File: src/rtl/risc_toy_fetch.sv
// Instruction-fetch stage: owns the PC, drives the I-memory port and buffers {instr,pc} for decode.
// Latency: issue in cycle N -> INSTR in N+1 -> ID_VALID in N+2; 1 instr/cycle sustained.
// Backpressure: ID_STALL holds ID_*; IREQ throttles once buffered + in-flight words fill the FIFO.
module risc_toy_fetch #(
  parameter logic [31:0] RESET_PC   = 32'h0000_0000,
  parameter int          FIFO_DEPTH = 2
) (
  input  logic        i_clk,
  input  logic        i_rst,
  output logic        o_ireq,
  output logic [29:0] o_iaddr,
  input  logic [31:0] i_instr,
  input  logic        i_br_taken,
  input  logic [31:0] i_br_target,
  input  logic        i_id_stall,
  output logic        o_id_valid,
  output logic [31:0] o_id_instr,
  output logic [31:0] o_id_pc,
  output logic [31:0] o_id_pc4
);

  localparam int CW = $clog2(FIFO_DEPTH + 1);
  localparam int OW = CW + 1;
  localparam int PW = $clog2(FIFO_DEPTH);
  localparam logic [29:0] RESET_WPC = RESET_PC[31:2];

  logic [29:0]   r_pc;
  logic [29:0]   r_req_pc;
  logic          r_inflight;
  logic [CW-1:0] r_count;
  logic [PW-1:0] r_wptr;
  logic [PW-1:0] r_rptr;
  logic [31:0]   r_buf_instr [FIFO_DEPTH];
  logic [29:0]   r_buf_pc    [FIFO_DEPTH];

  logic          w_pop;
  logic          w_push;
  logic [OW-1:0] w_occ;
  logic          w_unused;

  // Byte-offset bits of the redirect target carry no information for a word-aligned fetch.
  assign w_unused = ^i_br_target[1:0];

  function automatic logic [PW-1:0] next_ptr(input logic [PW-1:0] p);
    return (p == PW'(FIFO_DEPTH - 1)) ? '0 : p + PW'(1);
  endfunction

  // Handshake, throttle and head-of-buffer presentation.
  always_comb begin
    o_id_valid = (r_count != '0);
    w_pop      = o_id_valid & ~i_id_stall;
    w_push     = r_inflight & ~i_br_taken;
    // Words already owned (held + returning) after this cycle's pop decide whether a new slot is free.
    w_occ      = OW'(r_count) + OW'(r_inflight) - OW'(w_pop);
    o_ireq     = ~i_rst & ~i_br_taken & (w_occ < OW'(FIFO_DEPTH));
    o_iaddr    = r_pc;
    o_id_instr = o_id_valid ? r_buf_instr[r_rptr] : '0;
    o_id_pc    = o_id_valid ? {r_buf_pc[r_rptr], 2'b00} : '0;
    o_id_pc4   = o_id_valid ? (o_id_pc + 32'd4) : '0;
  end

  // PC, in-flight tracking and FIFO bookkeeping; a redirect wipes everything and restarts at the target.
  always_ff @(posedge i_clk or posedge i_rst) begin
    if (i_rst) begin
      r_pc       <= RESET_WPC;
      r_req_pc   <= RESET_WPC;
      r_inflight <= 1'b0;
      r_count    <= '0;
      r_wptr     <= '0;
      r_rptr     <= '0;
    end else if (i_br_taken) begin
      r_pc       <= i_br_target[31:2];
      r_inflight <= 1'b0;
      r_count    <= '0;
      r_wptr     <= '0;
      r_rptr     <= '0;
    end else begin
      if (o_ireq) begin
        r_pc     <= r_pc + 30'd1;
        r_req_pc <= r_pc;
      end
      r_inflight <= o_ireq;
      if (w_push) r_wptr <= next_ptr(r_wptr);
      if (w_pop)  r_rptr <= next_ptr(r_rptr);
      r_count <= r_count + CW'(w_push) - CW'(w_pop);
    end
  end

  // Buffer storage; contents are meaningless until counted, so no reset is needed.
  always_ff @(posedge i_clk) begin
    if (w_push) begin
      r_buf_instr[r_wptr] <= i_instr;
      r_buf_pc[r_wptr]    <= r_req_pc;
    end
  end

  // The issue throttle guarantees a returning word always finds a free slot.
  a_no_overflow: assert property (@(posedge i_clk) disable iff (i_rst)
    !(w_push && (r_count == CW'(FIFO_DEPTH))));

endmodule

File: config.mk
export PLATFORM = sky130hd
export DESIGN_NAME = risc_toy_fetch
export DESIGN_NICKNAME = d
export VERILOG_FILES = /design/src/rtl/risc_toy_fetch.sv
export SDC_FILE = /design/constraint.sdc
export NUM_CORES = 1
export LEC_CHECK = 0
export ABC_CLOCK_PERIOD_IN_PS = 3860
export CELL_PAD_IN_SITES_DETAIL_PLACEMENT = 0
export CELL_PAD_IN_SITES_GLOBAL_PLACEMENT = 1
export CORE_ASPECT_RATIO = 0.7
export CORE_MARGIN = 4
export CORE_UTILIZATION = 36
export CTS_CLUSTER_SIZE = 24
export DETAILED_ROUTE_END_ITERATION = 16
export GPL_ROUTABILITY_DRIVEN = 1
export PLACE_DENSITY = 0.86
export SETUP_SLACK_MARGIN = 0.15
export SLEW_MARGIN = 25
export SYNTH_ARGS = -nofsm -noshare
export SYNTH_HDL_FRONTEND = slang
export SYNTH_SLANG_ARGS = --single-unit
File: constraint.sdc
create_clock -name i_clk -period 3.86 [get_ports i_clk]
set_input_delay 0.579 -clock i_clk [delete_from_list [all_inputs] [get_ports i_clk]]
set_output_delay 0.579 -clock i_clk [all_outputs]
set_load 0.02 [all_outputs]
# Word-level counts from Yosys, hierarchy flattened
# Memories as Yosys holds them, arrays and structs flattened.
# Cells that the tools add are included.
[totals]
ramBits = 124
mem_count = 2
regBits = 65
elab_cells = 44
[mem_list]
columns = ["memory", "depth", "width", "read_ports", "rd_clocked_by_memory_dff", "wr", "line", "source"]
rows = [
  ["r_buf_instr", 2, 32, 1, 0, 1, "33", "logic [31:0] r_buf_instr [FIFO_DEPTH];"],
  ["r_buf_pc", 2, 30, 1, 0, 1, "34", "logic [29:0] r_buf_pc [FIFO_DEPTH];"],
]
[classes]
bitwise = 7
muxes = 15
reduce_logical = 5
addsub = 8
order_cmp = 1
[op_table]
columns = ["cell", "n"]
rows = [
  ["$mux W32", 3],
  ["$mux W30", 2],
  ["$add A32 B3 Y32 const B", 1],
  ["$add A30 B1 Y30 const B", 1],
  ["$mux W1", 9],
  ["$reduce_bool A2 Y1", 4],
  ["$and A1 B1 Y1", 4],
  ["$add A2 B1 Y3", 1],
  ["$lt A3 B2 Y1 const B", 1],
  ["$not A1 Y1", 3],
  ["$sub A3 B1 Y3", 1],
  ["$add A1 B1 Y1 const B", 2],
  ["$add A2 B1 Y2", 1],
  ["$mux W2", 1],
  ["$reduce_and A2 Y1", 1],
  ["$sub A2 B1 Y2", 1],
]

# Longest topological paths before layout
[depth]
ltp_word = 7
depth_mapped = 14
depth_no_buf = 10

# Least setup slack after synthesis
# Ideal clock, no wire load.
[synth_timing]
path_kind = "input -> register"
start = "input port i_br_taken"
end = "memory r_buf_instr[0][0], enable pin"
required_time_ps = 3378
setup_ps = 482
setup_slack_ps = -359
stages = 4
arrival_ps = 3737
path_cell_list = "clkbuf_1 -> clkbuf_1 -> nand2b_1 -> nor2_1"
[synth_between]
elab_chain_cells = 4
[synth_lines]
columns = ["element", "line", "source"]
rows = [
  ["start: declaration", "13", "input logic i_br_taken,"],
  ["$not A1 Y1 (no line)", "--", ""],
  ["$and A1 B1 Y1", "52", "w_push = r_inflight & ~i_br_taken;"],
  ["$mux W1", "91", "if (w_push) begin"],
  ["$mux W1 (implied by the code)", "92", "r_buf_instr[r_wptr] <= i_instr;"],
  ["end: declaration", "33", ""],
]
# Every way passes these cells.

# Final worst setup path
[layout_timing]
start = "register r_rptr"
end = "output port o_id_pc4[31]"
[layout_between]
elab_chain_cells = 4
[layout_lines]
columns = ["element", "line", "source"]
rows = [
  ["start: declaration", "32", "logic [PW-1:0] r_rptr;"],
  ["start signal: assignment", "84", "if (w_pop) r_rptr <= next_ptr(r_rptr);"],
  ["$mem_v2 Z2 W30", "--", ""],
  ["$mux W32", "58", "o_id_pc = o_id_valid ? {r_buf_pc[r_rptr], 2'b00} : '0;"],
  ["$add A32 B3 Y32", "59", "o_id_pc4 = o_id_valid ? (o_id_pc + 32'd4) : '0;"],
  ["$mux W32", "59", ""],
  ["end: declaration", "19", "output logic [31:0] o_id_pc4"],
]
# Every way passes these cells.

==> impl_metrics.py <==
metrics = {
    "logic_synthesis": {
        "synth_top_cell_by_area": "edfxtp_1",
        "yosys.area.top_type_share": 0.431,
        "avgSynthCellArea_um2": 11.6,
        "synthesis.area_um2": 8650,
        "async_flop_share": 0.344,
        "yosys_register_bits": 189,
        "synth_edf_count": 124,
        "synthTopCellsByArea": "edfxtp_1 43%, dfrtp_1 19%, mux2i_1 7.2%",
        "seq_area_frac_synth": 0.619,
        "synth_cell_types": 56,
        "synthCells": 744,
        "yosys_most_used_dff": "edfxtp_1",
        "yosysMostFrequentCell": "nand2_1",
        "ys_warn_count": 0,
        "synthTopCellsByCount": "143 x nand2_1, 124 x edfxtp_1, 82 x nor2_1",
    },
    "cts": {
        "cts_buffers": 17,
        "cts-root-buf": "clkbuf_16",
        "cts.clk_slew.worst_paths_ns": 0.07,
        "postCtsHoldBufs": 0,
        "tritoncts": "yes",
        "cts_sinks": 189,
        "clk_latency_ns": 0.43,
        "htree_levels": 4,
        "clk_path_buf_depth": 2,
    },
    "global_route": {
        "grt_start_max_net_pins": 48,
        "grt_pass1_vias": 5984,
        "grt_first_pass_wirelength_um": 34900,
        "antenna_found_initial": 0,
        "grt_overflow": 0,
        "grt_usage": 0.167,
    },
    "drt": {
        "dr.pass1.iters": 6,
        "met3_length_um": 1440,
        "routed_wl_um": 22700,
        "routed-wl-met2_um": 9840,
        "wl_per_cell_um": 17.7,
        "drtIter0Drc": 483,
        "vias": 6435,
        "m1WireLength_um": 11300,
        "top_layer_used": "met4",
        "remaining_drc_errors": 0,
        "postRouteAntennaNets": 0,
        "routed_via_density": 5.02,
    },
    "critical_path": {
        "max_stage_delay_ns": 0.53,
        "path_cells": "buf_4 -> nand3b_1 -> a211oi_4 -> nand4_2 -> or3_4 -> nor4_4 -> mux2i_1 -> clkdlybuf4s15_2",
        "rr_worst_depth": 11,
        "cp.arrival_ns": 3.00,
        "reg2reg_to": "o_iaddr[11]",
        "cp.required_ns": 3.28,
        "worstSetupPathType": "reg2out",
        "path_max_fanout": 14,
        "worstSetupStartpoint": "r_rptr",
        "r2r_start": "r_count[1]",
        "crit_path_end": "o_id_pc4[31]",
        "setup.worst_path.end_class": "primary output",
        "r2r_slack_ns": 0.89,
        "worst_setup_path_start_kind": "flip-flop",
        "crit_slowest_cell": "dfrtp_4",
    },
    "power_and_ir_drop": {
        "ir_drop_mv": 0.348,
        "power_density_nw_per_um2": 645,
        "netSwitchingFraction": 0.377,
        "p_sw_mw": 2.85,
        "power_frac_comb": 0.355,
        "power_frac_clock": 0.236,
        "leakage_nw": 4.49,
        "seq_power_share": 0.409,
        "p_int_mw": 4.72,
    },
    "sta": {
        "skew_ns": 0.0118,
        "finalWorstSetupSlack_ns": 0.276,
        "finalHoldViolations": 0,
        "drv_slew": 0,
        "tightest_slew_ns": 0.813,
        "fin_crit_ns": 3.58,
        "fin_tns_setup_ns": 0,
        "finalSetupViolations": 0,
        "slew_headroom": 0.457,
        "rsz0062_at_grt": "yes",
        "finalCritPeriodShare": 0.928,
        "fmax_ghz": 0.279,
    },
    "cells_and_area": {
        "nets": 1023,
        "final_util": 0.496,
        "drive_gt1_frac": 0.116,
        "diodes": 0,
        "syn_to_final_growth_pct": 35.7,
    },
    "floorplan": {
        "coreArea_um2": 23600,
        "start_util": 0.366,
        "dieHeight_um": 138,
        "placementRows": 47,
        "die_area_um2": 26600,
        "ios": 196,
        "die_w_um": 193,
    },
    "placed_design": {
        "place_ws_ns": 0.228,
        "port_buffers": 189,
        "dp_hpwl_um": 16200,
        "routabilityCongestion": 0.833,
    },
    "run": {
        "cap_violations": 0,
    },
    "status": {
        "outcome": "finished clean",
    },
    "min_path": {
        "hold_path.class": "reg2reg",
    },
}
## worst min-delay path by stage
stage	from	depth (start not counted)	to	slack, ns
2_1_floorplan	r_req_pc[0]	0	r_buf_pc[0][0]	0.44
3_3_place_gp	r_req_pc[15]	0	r_buf_pc[0][15]	0.45
3_5_place_dp	r_req_pc[6]	0	r_buf_pc[0][6]	0.46
4_1_cts	r_req_pc[6]	0	r_buf_pc[1][6]	0.48
5_1_grt	r_req_pc[6]	0	r_buf_pc[1][6]	0.49
6_report	r_req_pc[28]	0	r_buf_pc[1][28]	0.48
## stage by stage
step                      cells  power, mW  area [um2]  hold WS, ns
after global placement     1234       5.69       10900        0.449
after CTS                  1273       7.59       11600        0.477
final                      1281       7.57       11700        0.478
after global routing       1281       7.98       11700        0.490
after detailed placement   1234       5.74       10900        0.461
after floorplan             747       4.55        8670        0.442
## cell type report
class	count	area (um2)
fillers	2087	11900
flip-flops and latches	189	5360
multi-input cells	503	3140
repair buffers	225	2160
clock buffers	17	425
well taps	318	398
clock inverters	15	203
inverters	14	52.6
## routing by layer
metal,track usage,vias up
met1,0.256,3169
met2,0.239,206
met3,0.0413,13
met4,0.0389,0
li1,-,3047
met5,0,-
## flip-flops by register name (all words and copies together), names as in the netlist
| signal | cells |
|---|---|
| r_buf_instr | 64 |
| r_buf_pc | 60 |
| r_count | 2 |
| r_rptr | 1 |
| o_iaddr | 30 |
| r_inflight | 1 |
| r_wptr | 1 |
| r_req_pc | 30 |
## cell usage in the layout (no fill, tap or decap), types with 14 or more instances in the layout
master,count
nand3_1,27
nor2_1,76
buf_4,35
xor2_1,14
clkbuf_16,17
edfxtp_1,124
mux2i_1,62
nand2_1,143
xnor2_1,19
clkdlybuf4s50_1,173
dfrtp_1,62
o21ai_0,27
## critical path: cells and delay by family, from the launching register on
kind / cells / cell delay [ns]
AOI/OAI and AO/OA: 1 / 0.33
muxes: 1 / 0.22
DFF: 1 / 0.53
and+or+nand+nor: 4 / 0.99
buffers and inverters: 2 / 0.50
## cell families (layout without fill, tap and decap cells)
family	after synthesis	count (layout)	share of synthesized area
multiplexers	63	63	0.0731
XOR/XNOR	33	33	0.0334
buffers and inverters	57	271	0.0320
AND/OR/NAND/NOR	328	330	0.180
flip-flops	189	189	0.619
AO/OA/AOI/OAI	68	68	0.0544
adder cells (fa/ha/maj)	5	5	0.00810
other	1	4	0.000434
## power by group through the flow
stage	sequential (mW)	combinational, mW	clock [mW]
5_1_grt	3.14	2.90	1.93
4_1_cts	3.09	2.66	1.84
6_report	3.09	2.69	1.79
3_3_place_gp	3.12	2.57	0
3_5_place_dp	3.15	2.59	0
2_1_floorplan	3.05	1.50	0
## repair_timing
action,in CTS,in global routing
resized for setup,25,13
setup endpoints to repair,22,16
buffers inserted,6,7
pin swaps,2,8
gates cloned,1,1
Power figures use the tool's default switching activity.
